--- src/rtl/stopwatch_key_ctrl.sv ---
// -----------------------------------------------------------------------------
// stopwatch_key_ctrl
//
// Button front-end for the stopwatch. Both raw push-button levels are
// synchronised and debounced, then turned into single-cycle command pulses.
// A short press of START toggles run/stop. Holding START for HOLD_MS cycles
// issues a clear. A press of CLEAR issues a clear.
//
// Parameters
//   DEBOUNCE_MS : cycles a synchronised level must persist before the
//                 debounced level follows it (>= 2)
//   HOLD_MS     : cycles START must stay debounced-high in HELD before a
//                 long-press clear is issued (>= 2)
//   CNT_W       : width of the debounce and hold counters; must be able to
//                 hold max(DEBOUNCE_MS, HOLD_MS)
//
// Ports
//   clk         in   1 kHz system clock, shared with the stopwatch
//   rst         in   asynchronous reset, active low
//   key_start   in   raw START button, high = pressed, asynchronous, bouncy
//   key_clear   in   raw CLEAR button, high = pressed, asynchronous, bouncy
//   start_pulse out  one-cycle run/stop toggle command
//   clear_pulse out  one-cycle clear command
//   key_busy    out  high while the START FSM is not in IDLE
// -----------------------------------------------------------------------------
module stopwatch_key_ctrl #(
  parameter int DEBOUNCE_MS = 20,
  parameter int HOLD_MS     = 1000,
  parameter int CNT_W       = 10
) (
  input  logic clk,
  input  logic rst,
  input  logic key_start,
  input  logic key_clear,
  output logic start_pulse,
  output logic clear_pulse,
  output logic key_busy
);

  // Debounce counter flips the level on the cycle it would reach DEBOUNCE_MS.
  localparam logic [CNT_W-1:0] DEB_LAST  = CNT_W'(DEBOUNCE_MS - 1);
  // hold_cnt value seen on the cycle before the long-press clear is issued.
  localparam logic [CNT_W-1:0] HOLD_LAST = CNT_W'(HOLD_MS - 1);
  // Saturation value of hold_cnt once the long press has been recognised.
  localparam logic [CNT_W-1:0] HOLD_MAX  = CNT_W'(HOLD_MS);

  localparam int KEY_START = 0;
  localparam int KEY_CLEAR = 1;

  typedef enum logic [1:0] {
    IDLE = 2'd0,
    HELD = 2'd1,
    LONG = 2'd2
  } state_t;

  // ---------------------------------------------------------------------------
  // Per-key synchroniser, debouncer and edge detector
  // ---------------------------------------------------------------------------
  logic [1:0] raw;
  logic [1:0] deb;
  logic [1:0] rise;
  logic [1:0] fall;

  assign raw = {key_clear, key_start};

  for (genvar gi = 0; gi < 2; gi++) begin : g_key
    logic             sync1_reg;
    logic             sync2_reg;
    logic             deb_reg;
    logic             deb_next;
    logic             deb_d_reg;
    logic [CNT_W-1:0] cnt_reg;
    logic [CNT_W-1:0] cnt_next;

    // The counter only advances while the synchronised level disagrees with
    // the debounced level; any agreeing cycle (a bounce back) restarts it.
    always_comb begin
      cnt_next = '0;
      deb_next = deb_reg;
      if (sync2_reg != deb_reg) begin
        if (cnt_reg == DEB_LAST) begin
          deb_next = ~deb_reg;
          cnt_next = '0;
        end else begin
          cnt_next = cnt_reg + CNT_W'(1);
        end
      end
    end

    always_ff @(posedge clk or negedge rst) begin
      if (!rst) begin
        sync1_reg <= 1'b0;
        sync2_reg <= 1'b0;
        deb_reg   <= 1'b0;
        deb_d_reg <= 1'b0;
        cnt_reg   <= '0;
      end else begin
        sync1_reg <= raw[gi];
        sync2_reg <= sync1_reg;
        deb_reg   <= deb_next;
        deb_d_reg <= deb_reg;
        cnt_reg   <= cnt_next;
      end
    end

    assign deb[gi]  = deb_reg;
    assign rise[gi] = deb_reg & ~deb_d_reg;
    assign fall[gi] = ~deb_reg & deb_d_reg;
  end

  // ---------------------------------------------------------------------------
  // START FSM: short press -> toggle, long press -> clear
  // ---------------------------------------------------------------------------
  state_t           state_reg;
  state_t           state_next;
  logic [CNT_W-1:0] hold_cnt_reg;
  logic [CNT_W-1:0] hold_cnt_next;
  logic             fsm_start;
  logic             fsm_clear;

  always_comb begin
    state_next    = state_reg;
    hold_cnt_next = hold_cnt_reg;
    fsm_start     = 1'b0;
    fsm_clear     = 1'b0;
    case (state_reg)
      IDLE: begin
        hold_cnt_next = '0;
        if (rise[KEY_START]) begin
          state_next = HELD;
        end
      end
      HELD: begin
        // A release always wins over the long-press threshold: any fall seen
        // here happens while hold_cnt is still below HOLD_MS.
        if (fall[KEY_START]) begin
          fsm_start     = 1'b1;
          state_next    = IDLE;
          hold_cnt_next = '0;
        end else if (hold_cnt_reg >= HOLD_LAST) begin
          fsm_clear     = 1'b1;
          state_next    = LONG;
          hold_cnt_next = HOLD_MAX;
        end else begin
          hold_cnt_next = hold_cnt_reg + CNT_W'(1);
        end
      end
      LONG: begin
        // hold_cnt stays saturated until the key is released.
        hold_cnt_next = HOLD_MAX;
        if (fall[KEY_START]) begin
          state_next    = IDLE;
          hold_cnt_next = '0;
        end
      end
      default: begin
        state_next    = IDLE;
        hold_cnt_next = '0;
      end
    endcase
  end

  always_ff @(posedge clk or negedge rst) begin
    if (!rst) begin
      state_reg    <= IDLE;
      hold_cnt_reg <= '0;
    end else begin
      state_reg    <= state_next;
      hold_cnt_reg <= hold_cnt_next;
    end
  end

  // ---------------------------------------------------------------------------
  // Pulse merge and registered outputs
  // ---------------------------------------------------------------------------
  logic start_pulse_reg;
  logic start_pulse_next;
  logic clear_pulse_reg;
  logic clear_pulse_next;

  // A long-press clear and a CLEAR-key press in the same cycle collapse into
  // one pulse. A toggle is dropped whenever a clear goes out in the same
  // cycle, and while CLEAR is held a short-press release is ignored.
  always_comb begin
    clear_pulse_next = fsm_clear | rise[KEY_CLEAR];
    start_pulse_next = fsm_start & ~deb[KEY_CLEAR] & ~clear_pulse_next;
  end

  always_ff @(posedge clk or negedge rst) begin
    if (!rst) begin
      start_pulse_reg <= 1'b0;
      clear_pulse_reg <= 1'b0;
    end else begin
      start_pulse_reg <= start_pulse_next;
      clear_pulse_reg <= clear_pulse_next;
    end
  end

  assign start_pulse = start_pulse_reg;
  assign clear_pulse = clear_pulse_reg;
  assign key_busy    = (state_reg != IDLE);

endmodule

--- config.mk ---
export PLATFORM = sky130hd
export DESIGN_NAME = stopwatch_key_ctrl
export DESIGN_NICKNAME = d
export VERILOG_FILES = /design/src/rtl/stopwatch_key_ctrl.sv
export SDC_FILE = /design/constraint.sdc
export NUM_CORES = 1
export LEC_CHECK = 0
export CORE_UTILIZATION = 60
export CTS_CLUSTER_DIAMETER = 200
export DETAILED_ROUTE_END_ITERATION = 16
export PLACE_DENSITY = 0.76
export SYNTH_ARGS = -nofsm -noshare
export SYNTH_HDL_FRONTEND = slang
export SYNTH_SLANG_ARGS = --single-unit
--- constraint.sdc ---
create_clock -name clk -period 2.5 [get_ports clk]
set_input_delay 0.5 -clock clk [delete_from_list [all_inputs] [get_ports clk]]
set_output_delay 0.5 -clock clk [all_outputs]
set_load 0.02 [all_outputs]
# After elaboration in Yosys (flattened, before gate mapping)
# Cells that the tools add are included.
# word_totals
ff_bits,42
in_bits,4
elab_cells,61
# classes
n_addsub,3
n_lt_le_gt_ge,1
n_eq_ne,9
n_mux,18
bitwise_logic,11
n_reduce_logical,5
# ops
op,count
two-way mux 10 bit,7
adder 10 x 1 -> 10 bit (second input constant),3
== test 10 x 5 -> 1 bit (second input constant),2
case mux 10 bit (2 select lines),1
greater-or-equal comparator 10 bit (second input constant),1
two-way mux 2 bit,4
case mux 2 bit (3 select lines),1
AND 1 bit,5
two-way mux 1 bit,5
NOT 1 bit,5
!= test 2 bit (second input constant),2
AND reduction 2 bit,2
!= test 3 bit (second input constant),1
AND reduction 3 bit,1
== test 2 x 1 -> 1 bit (second input constant),1
== test 2 bit (second input constant),1
logical NOT 2 bit,1
!= test 1 bit,2
nonzero test 2 bit,1
OR 1 bit,1

# Longest topological paths before layout
# Gate-level depths: netlist of the first run.
# logic_depth
word_depth,7
ltp_mapped,6

# Least setup slack after synthesis of the first run
# Ideal clock, no wire load.
# synth_path
path_type,register -> register
startpoint,register hold_cnt_reg[0]
endpoint,register hold_cnt_reg[5]
setup_time_ps,124
arrival_time_ps,1452
slack_ps,924
stages_incl_launch_ff,6
n_path_buf,0
path_cell_list,dfrtp_1 > ha_1 > a211o_2 > nand4_4 > o21ai_2 > o31a_1
# synth_via
elab_chain_len,4
word_cells_on_any_way,5
cone_classes,add/sub: 1; order compare: 1; mux: 3
# synth_lines
item,line_no,text
"start, declared",116,logic [CNT_W-1:0] hold_cnt_reg;
"start signal, assigned",169,hold_cnt_reg <= hold_cnt_next;
adder 10 x 1 -> 10 bit / greater-or-equal comparator 10 bit (equally long branches),"145, 140",
two-way mux 10 bit (*),140,end else if (hold_cnt_reg >= HOLD_LAST) begin
two-way mux 10 bit (*),136,if (fall[KEY_START]) begin
case mux 10 bit (2 select lines) (*),126,case (state_reg)
net hold_cnt_next[5],117,logic [CNT_W-1:0] hold_cnt_next;
# The timed path passes the listed nets; every way through them passes the cells marked *.
# A chain may end at the register's enable or synchronous reset.

# Worst setup path after layout of the first run
# layout_path
startpoint,register state_reg[0]
endpoint,output port key_busy
# layout_via
elab_chain_len,1
# layout_lines
item,line_no,text
"start, declared",114,state_t state_reg;
"start signal, assigned",168,state_reg <= state_next;
nonzero test 2 bit,201,assign key_busy = (state_reg != IDLE);
"end, declared",37,output logic key_busy
# Every way passes these cells.

==> results of run 1 <==
-- per-layer routing --
metal  share of wire, %  vias up  track usage [%]  wire (µm)
met5                  0        -                0          0
met4                2.3        0             9.18         73
met3                3.1       12             4.62        100
met2                 50       32             37.3       1600
met1                 45      659             26.2       1450
li1                   -      654                -          -
-- power groups by stage --
stage	registers [mW]	clock network (mW)	logic (mW)
2_1_floorplan	0.713	0	0.0188
3_3_place_gp	0.716	0	0.0382
3_5_place_dp	0.716	0	0.0399
4_1_cts	0.703	0.334	0.0401
5_1_grt	0.705	0.356	0.0451
6_report	0.703	0.320	0.0384
-- cell usage after synthesis, drive strengths merged (2+ instances only) --
cell type,number,share of area (%)
nor2,28,5.4
and3,9,2.9
nand4,11,4.3
inv,6,1.2
o31a,4,1.8
and2,2,0.64
nand2,8,1.7
xor2,17,7.6
o21a,3,1.2
dfrtp,42,54
nand3,10,2.8
and4,2,0.90
a21oi,3,0.77
ha,6,3.9
mux2,2,1.2
nand2b,4,1.3
a211o,2,0.96
xnor2,4,1.8
nor3,4,1.0
-- logic make-up after synthesis --
kind of cell / count (synthesis) / synth area share, %
xor gates and xnor gates: 21 / 9.45
buffers and inverters: 7 / 1.35
AOI/OAI and AO/OA: 18 / 7.20
adders and majority gates: 6 / 3.86
and+or+nand+nor: 83 / 23.0
DFF: 42 / 54.0
muxes: 2 / 1.16
-- cell type report --
type | count | area (µm²) | area share (%)
clock buffers | 6 | 51.3 | 2.44
inverters | 6 | 22.5 | 1.07
multi-input cells | 130 | 870 | 41.3
flip-flops and latches | 42 | 1050 | 49.9
well taps | 44 | 55.1 | 2.62
repair buffers | 6 | 55.1 | 2.62
-- metrics by stage --
stage	hold WS, ps	setup WS, ps
after global routing	346	231
after detailed placement	343	683
after global placement	333	740
after floorplan	204	924
final	282	322
after CTS	310	305
-- worst max-delay path: stages, from the launching register on --
cell	delay, ps
dfrtp_1	360
inv_1	80
ha_1	230
inv_1	90
clkdlybuf4s50_1	600
-- worst max-delay path by stage --
stage	startpoint	endpoint	cells past startpoint
after floorplan	hold_cnt_reg[0]	hold_cnt_reg[5]	5
after global placement	state_reg[0]	key_busy	4
after detailed placement	state_reg[0]	key_busy	4
after CTS	state_reg[0]	key_busy	4
after global routing	state_reg[0]	key_busy	4
final	state_reg[0]	key_busy	4
==> impl_metrics.toml, run 1 <==
[routing]
post_drt_wl_per_cell_um = 13.8
detailroute.via_count = 1357
drc = 0
totalWireLength_um = 3230
final_antenna_net_count = 0
initialDrtViolationCount = 91
vias_per_std_cell = 5.80
detail_route.first_pass.iterations = 4

[clocking]
post_cts_resized = 0
cts.sink_count = 42
cts_post_setup_buffers_inserted = 0
hold_buffers = 0
clk_pin_slew_ps = 110
insertion_delay_ps = 330
cts-buffers-inserted = 5
clock_tree_from_tritoncts = "done"
clock_tree.buffer_depth = 2
clock_tree.root_cell = "clkbuf_4"
htree_num_levels = 2

[critical_path]
critical_path.max_fanout = 3
worst_setup_path_end_kind = "output port"
worst-endpoint-arrival_ps = 1680
critical_path_required_ps = 2000
timing.reg2reg.setup_slack_ps = 690
rr_endpoint = "g_key[1].cnt_reg[8]"
start_kind = "flip-flop"
setup.worst_path.class = "reg -> out"
reg2regPathDepth = 5
regToRegStartpoint = "g_key[1].cnt_reg[0]"

[power_and_ir_drop]
ir_drop_v = 0.000434
design_power_total_mw = 1.06
clock_power_share_pct = 30.2
pwr_density_cell_nw_per_um2 = 504
power_switching_share_pct = 21.8
combPwrFrac_pct = 3.6
p_seq_share_pct = 66.2
internal-power_mw = 0.830
power_leakage_nw = 0.974
p_switching_mw = 0.231

[yosys]
number_of_synthesized_flops_with_an_enable_pin = 0
yosys_warnings = 0
synth.lib_cells_used.distinct = 35
synth-async-reset-ratio_pct = 100
synthesis.nets = 189
post_synth_inst_count = 179
synth_flop_cell = "dfrtp_1"
ys_seq_elements = 42
register_area_share_after_synthesis_pct = 54.0
syn_area_per_cell_um2 = 10.9
mappedNetlistArea_um2 = 1950

[worst_hold_path]
holdCritPathClass = "in -> async"

[floorplanning]
die_area_um2 = 3480
initial_core_util_pct = 63.3
core_region_area_um2 = 3080
row_count = 20
floorplan.die.height_um = 59.0
dieWidth_um = 59.0
io-pin-count = 7

[grt]
grt_antenna_before_repair = 0
grt_util_all_layers_pct = 21.6
grt_max_degree = 43
overflow = 0
number_of_global_route_vias_before_repair = 1317
grt_first_pass_wirelength_um = 5490

[timing]
tightestPinTransition_ps = 905
clock_skew_ps = 13.0
slew_headroom_pct = 39.6
setup-violations-final = 0
timing.final.max_slew_violations = 0
timing.setup.tns_ps = 0
final.period_utilization_pct = 87.1
final_hold_viol_count = 0
rsz0062_at_grt = "no"
max_freq_ghz = 0.459
fin_crit_period_ps = 2180

[place]
placedCellCount = 228
placedInstanceArea_um2 = 2050
gp_routability_congestion = 0.834
io_buffer_count = 6
dp.final_hpwl_um = 2280

[layout]
post-route-cell-area_um2 = 2100
final_nets = 201
drive_above_1_share_pct = 7.37
antenna_cells = 0
most_frequent_standard_cell_in_the_layout_excluding_fill_and_tap_cells = "dfrtp_1"
final_cell_mix = "42 x dfrtp_1, 28 x nor2_1, 17 x xor2_1, 10 x nand4_1"
largest_reg_flops = 20
stdcell_count = 234
finish.utilization_pct = 68.4
nFillCells = 232
area_growth_syn_to_layout_pct = 8.10

[job]
cap_violations = 0

[run_status]
run_status = "finished clean"
(Power assumes the default switching activity.)
==> inputs of run 2 (changes only) <==
--- a/config.mk
+++ b/config.mk
@@ -12,3 +12,4 @@
 export SYNTH_ARGS = -nofsm -noshare
 export SYNTH_HDL_FRONTEND = slang
 export SYNTH_SLANG_ARGS = --single-unit
+export TNS_END_PERCENT = 20
==> results of run 2 <==
Same layout as run 1: the final DEF is identical, and so are final timing and power.
